**src/rtl/ripple_carry_adder_reg_pkg.sv**
```systemverilog
// Shared constants for the registered ripple-carry adder.
package ripple_carry_adder_reg_pkg;

  // Operand width used when an instance does not override WIDTH.
  localparam int RCA_WIDTH_DEFAULT = 4;

endpackage

```
**src/rtl/ripple_carry_adder_reg_full_adder.sv**
```systemverilog
// Single-bit full adder: the repeated cell of the ripple chain.
module full_adder (
  input  logic x,
  input  logic y,
  input  logic ci,
  output logic s,
  output logic co
);

  // The carry is propagated when the inputs differ and generated when both are set.
  always_comb begin
    s  = x ^ y ^ ci;
    co = (x & y) | (ci & (x ^ y));
  end

endmodule

```
**src/rtl/ripple_carry_adder_reg.sv**
```systemverilog
// Registered WIDTH-bit ripple-carry adder with one cycle of latency.
// The carry ripples through WIDTH full_adder cells with no lookahead, so the
// longest path runs from bit 0 (or c) through every stage into the carry register.
module ripple_carry_adder_reg
  import ripple_carry_adder_reg_pkg::*;
#(
  parameter int WIDTH = RCA_WIDTH_DEFAULT
) (
  input  logic             clk,
  input  logic             rst,
  input  logic [WIDTH-1:0] a,
  input  logic [WIDTH-1:0] b,
  input  logic             c,
  input  logic             in_valid,
  output logic [WIDTH-1:0] sum,
  output logic             carry,
  output logic             out_valid
);

  // chain[i] is the carry into stage i; chain[WIDTH] is the final carry-out.
  logic [WIDTH:0]   chain;
  logic [WIDTH-1:0] chain_sum;

  assign chain[0] = c;

  for (genvar i = 0; i < WIDTH; i++) begin : g_stage
    full_adder u_fa (
      .x  (a[i]),
      .y  (b[i]),
      .ci (chain[i]),
      .s  (chain_sum[i]),
      .co (chain[i+1])
    );
  end

  // Capture the chain result on valid input; otherwise hold the data and drop valid.
  always_ff @(posedge clk or posedge rst) begin
    if (rst) begin
      sum       <= '0;
      carry     <= 1'b0;
      out_valid <= 1'b0;
    end else begin
      out_valid <= in_valid;
      if (in_valid) begin
        sum   <= chain_sum;
        carry <= chain[WIDTH];
      end
    end
  end

endmodule

```
**config.mk**
```make
export PLATFORM = sky130hd
export DESIGN_NAME = ripple_carry_adder_reg
export DESIGN_NICKNAME = d
export VERILOG_FILES = /design/src/rtl/ripple_carry_adder_reg_pkg.sv /design/src/rtl/ripple_carry_adder_reg_full_adder.sv /design/src/rtl/ripple_carry_adder_reg.sv
export SDC_FILE = /design/constraint.sdc
export NUM_CORES = 1
export LEC_CHECK = 0
export ABC_AREA = 1
export BUFFER_PORTS_ARGS = -buffer_cell sky130_fd_sc_hd__buf_2
export CAP_MARGIN = 5
export CELL_PAD_IN_SITES_DETAIL_PLACEMENT = 0
export CELL_PAD_IN_SITES_GLOBAL_PLACEMENT = 1
export CORE_AREA = 2 2 39 41
export DETAILED_ROUTE_END_ITERATION = 10
export DIE_AREA = 0 0 41 43
export PLACE_DENSITY = 0.68
export REMOVE_ABC_BUFFERS = 1
export SYNTH_ARGS = -nofsm -noshare
export SYNTH_HDL_FRONTEND = slang
export SYNTH_SLANG_ARGS = --single-unit
```
**constraint.sdc**
```tcl
create_clock -name clk -period 0.8 [get_ports clk]
set_clock_uncertainty 0.1 [all_clocks]
set_input_delay 0.08 -clock clk [delete_from_list [all_inputs] [get_ports clk]]
set_output_delay 0.08 -clock clk [all_outputs]
set_load 0.02 [all_outputs]
```
# Yosys cells after proc, flatten, opt, wreduce, memory -nomap -nowiden
# Index checks and enable logic that the tools add are counted.
totals:
  regBits: 6
  latch_bits: 0
  ram_bits: 0
  mem_bits_ro: 0
  in_bits: 12
  output_inout_bits: 6
  wordCells: 23
  memories: 0
op_classes:
  add_sub_neg: 0
  multipliers: 0
  div: 0
  magnitude_cmp: 0
  eq_ne: 0
  n_shift: 0
  mux: 0
  n_bitwise: 20
  reduce_logical: 0
ops:
  columns: ["operator", "n"]
  rows:
  - ["1-bit AND", 8]
  - ["1-bit XOR", 8]
  - ["1-bit OR", 4]

# Logic depth before layout (Yosys ltp)
logic_depth:
  ltp_word: 9
  ltp_mapped: 10
  ltp_nobuf: 10

# Cells and area by module
# A second synthesis with hierarchy kept.
hier_totals:
  cells_unflattened: 27
  hier_area_um2: 294.0
by_module_without_submodules:
  columns: ["module", "n_inst", "cells_each", "area_per_inst_um2", "seq_area_each_um2"]
  rows:
  - ["ripple_carry_adder_reg", 1, 23, 214.0, 150.1]
  - ["full_adder", 4, 1, 20.0, 0.0]

# Worst setup path after synthesis
# OpenSTA, ideal clock, no wires.
synth_path:
  path_kind: "in2reg"
  from: "input port a[0]"
  to: "register sum[3]"
  setup_ns: 0.065
  arrival_time_ns: 1.662
  t_required_ns: 0.635
  setup_slack_ns: -1.027
  cell_stages: 10
  path_buffers: 0
  path_cell_list: "inv_1 > fa_1 > inv_1 > fa_1 > fa_1 > inv_1 > fa_1 > inv_1 > nand2_1 > nand2_1"
synth_between:
  elab_chain_cells: 8
  word_cells_on_any_way: 9
  cone_classes: "bitwise: 9"
synth_rtl:
  columns: ["item", "line", "source"]
  rows:
  - ["start, declared", "ripple_carry_adder_reg.sv:11", "input logic [WIDTH-1:0] a,"]
  - ["1-bit XOR", "ripple_carry_adder_reg_full_adder.sv:13", "co = (x & y) | (ci & (x ^ y));"]
  - ["1-bit AND", "ripple_carry_adder_reg_full_adder.sv:13", null]
  - ["1-bit OR *", "ripple_carry_adder_reg_full_adder.sv:13", null]
  - ["1-bit AND *", "ripple_carry_adder_reg_full_adder.sv:13", null]
  - ["1-bit OR *", "ripple_carry_adder_reg_full_adder.sv:13", null]
  - ["1-bit AND *", "ripple_carry_adder_reg_full_adder.sv:13", null]
  - ["1-bit OR *", "ripple_carry_adder_reg_full_adder.sv:13", null]
  - ["1-bit XOR *", "ripple_carry_adder_reg_full_adder.sv:12", "s = x ^ y ^ ci;"]
  - ["end signal, assigned", "ripple_carry_adder_reg.sv:45", "sum <= chain_sum;"]
  - ["end, declared", "ripple_carry_adder_reg.sv:15", "output logic [WIDTH-1:0] sum,"]
# Mark *: on every way between the ends. The rest lies on a longest branch, timed or not.
# A chain may end at the register's enable or synchronous reset.

# Worst setup path in the final report
# Same ends and word-level chain as after synthesis.

==> results.md <==
* Status: complete, but fails checks
* Failing checks: negative setup slack
* Post-Syn Area at 332 um2
* CP max FO at 1
* Ant. Diodes at 0
* Post-synthesis simple-gate area fraction at 0.170
* Number of global-route vias before repair at 273
* Non-Filler Cell Area, Final at 569 um2
* Row count at 14
* Reg-to-reg startpoint: carry
* Worst Path Arrival at 1.71 ns
* Maximum VDD drop at 0.607 mV
* Sw Share at 0.295
* Max cap viols at 0
* Slew Viols, Final at 0
* Syn-to-layout area delta at 71.7%
* Routed via count at 295
* Yosys warns at 0
* CP Class: in -> reg
* Worst setup margin at -0.835 ns
* CTS Sinks at 6
* Number of distinct library cells after synthesis at 5
* Achievable Freq at 612 MHz
* Int Power at 0.700 mW
* Core area at 1380 um2
* CTS root buf: clkbuf_4
* Commonest non-fill, non-tap cells in the layout: nand2_1, buf_6, buf_2, inv_1, dfrtp_1
* Worst-Margin Slew at 0.229 ns
* GP Congestion at 0.545
* Layout cell share with drive strength beyond 1 at 0.525
* First-pass DRT Iterations at 2
* Min cycle time layout at 1.63 ns
* H-tree depth at 1
* Initial core utilization at 0.240
* RSZ-0062 raised after global routing: yes
* Global-route wire length before repair at 1060 um
* Largest family of logic cells by synthesized area: adder cells
* Final Setup Violations at 11
* Largest net degree at the start of global routing at 8
* Detailed Route Iter0 Violations at 1
* Most common cell after layout, fill and taps aside: nand2_1
* Power, Total at 0.993 mW
* # IOs at 18
* Post-synth top area share at 0.453
* Util after Layout at 0.411
* Yosys top cell by area: dfrtp_1
* Post-Route WL at 609 um
* Clock Power Share at 0.273
* Residual DRC at 0
* Number of routed nets with antenna violations at 0
* Xor and xnor area share after synthesis at 0
* Pleak at 0.320 nW
* # nets final at 79
* Type of the worst min-delay path: in -> reg
* Global Route Usage Sum at 0.0952
* Hold Crit Start: in_valid
* Worst EP required at 0.88 ns
* Clock Tree Buf Depth at 2
* FF+latch count, synth at 6
* Critical path endpoint category: register
* Die height at 43 um
* Slew margin rel. at 0.847
* Finished Layout Cells at 77
* Port Buffers at 17
* Post-synthesis compound-gate area fraction at 0
* Initial antenna violation count at 0
* Ranking of synthesized cells by area: dfrtp_1, fa_1, nand2_1
* CTS tree: done
* Clk slew on worst S/H paths at 0.05 ns
* Dpl hpwl at 482 um
* Switching Power at 0.293 mW
* Seq pwr share at 0.382
* Wire per inst at 7.91 um
* Crit share post-route at 2.04
* Grt total ovfl at 0
* CTS buffer count at 3
* Clock Latency Late Sink at 0.24 ns
* Synth Area in Adders at 0.242
* Cells after DPL at 70
* Die Wd at 41 um
* Synth Instances at 37
* Crit. Startpoint: a[0]
* Dpl cell area at 437 um2
* Startpoint type of the worst setup path: input port
* Combinational share of power at 0.345
* Total die area at 1760 um2
* PD cells at 1740 nW/um2
* Register area share after synthesis at 0.453
* Avg Inst Size Synth at 8.96 um2
* Final hold violations at 0
* Vias per cell at 3.83
* Post-synthesis mux area share at 0
==> final cells by class <==
class	instances	area, um2
Multi-Input combinational cell	19	146
Tap cell	16	20.0
Inverter	12	50.0
Sequential cell	6	150
Timing Repair Buffer	21	180
Fill cell	145	815
Clock buffer	3	22.5
==> worst max-delay path: stages <==
cell     delay, ns
buf_6         0.09
inv_4         0.04
fa_2          0.19
inv_2         0.04
fa_2          0.33
fa_2          0.34
inv_2         0.06
fa_1          0.39
inv_1         0.06
nand2_1       0.04
nand2_1       0.05
==> synth_stat cells (all sizes together) <==
cell type and n:
nand2 15, inv 12, dfrtp 6, fa 4
==> through the flow <==
step	hold slack [ns]	setup TNS (ns)	setup WS, ns
2_1_floorplan	-0.229	-3.18	-1.03
3_3_place_gp	-0.103	-3.89	-1.20
3_5_place_dp	-0.102	-3.90	-1.21
4_1_cts	0.0253	-3.16	-0.842
5_1_grt	0.0440	-3.59	-0.907
6_report	0.0239	-3.11	-0.835
==> registers in the layout, summed over array words and instances (netlist names) <==
signal	count
carry	1
out_valid	1
sum	4
==> repair_timing <==
| action | in CTS | in global routing |
|---|---|---|
| buffers inserted | 2 | 0 |
| hold buffers | 2 | 0 |
| endpoints found under the hold margin | 7 | 0 |
| pin swaps | 2 | 1 |
| cloned | 0 | 0 |
| resized for setup | 23 | 4 |
| setup endpoints to repair | 11 | 11 |
==> layer usage <==
metal  track usage  vias to the layer above  share of wire
li1              -                      149              -
met1        0.0960                      129           0.38
met2         0.138                       15           0.49
met3        0.0471                        2           0.11
met4        0.0800                        0          0.015
met5             0                        -              0
==> power groups by stage <==
stage          registers (mW)  clock network, mW  logic [mW]
5_1_grt                 0.385              0.301       0.386
3_5_place_dp            0.371                  0       0.242
4_1_cts                 0.377              0.285       0.336
6_report                0.380              0.271       0.342
2_1_floorplan           0.429                  0      0.0881
3_3_place_gp            0.372                  0       0.237
==> path summary, 6_finish.rpt <==
kind / endpoint / slack (ns) / cells past startpoint
max: sum[3] / -0.83 / 11
min: sum[1] / 0.02 / 3
max reg2reg: carry / -0.02 / 3
min reg2reg: sum[3] / 0.39 / 2
max in group asynchronous: sum[2] / 0.21 / 3
min in group asynchronous: out_valid / 0.19 / 3
==> kinds of logic after synthesis <==
logic type / Yosys count
fa+ha+maj: 4
simple gates: 15
flops: 6
buf+inv: 12
Note: power is estimated with default switching activity, not from simulation.
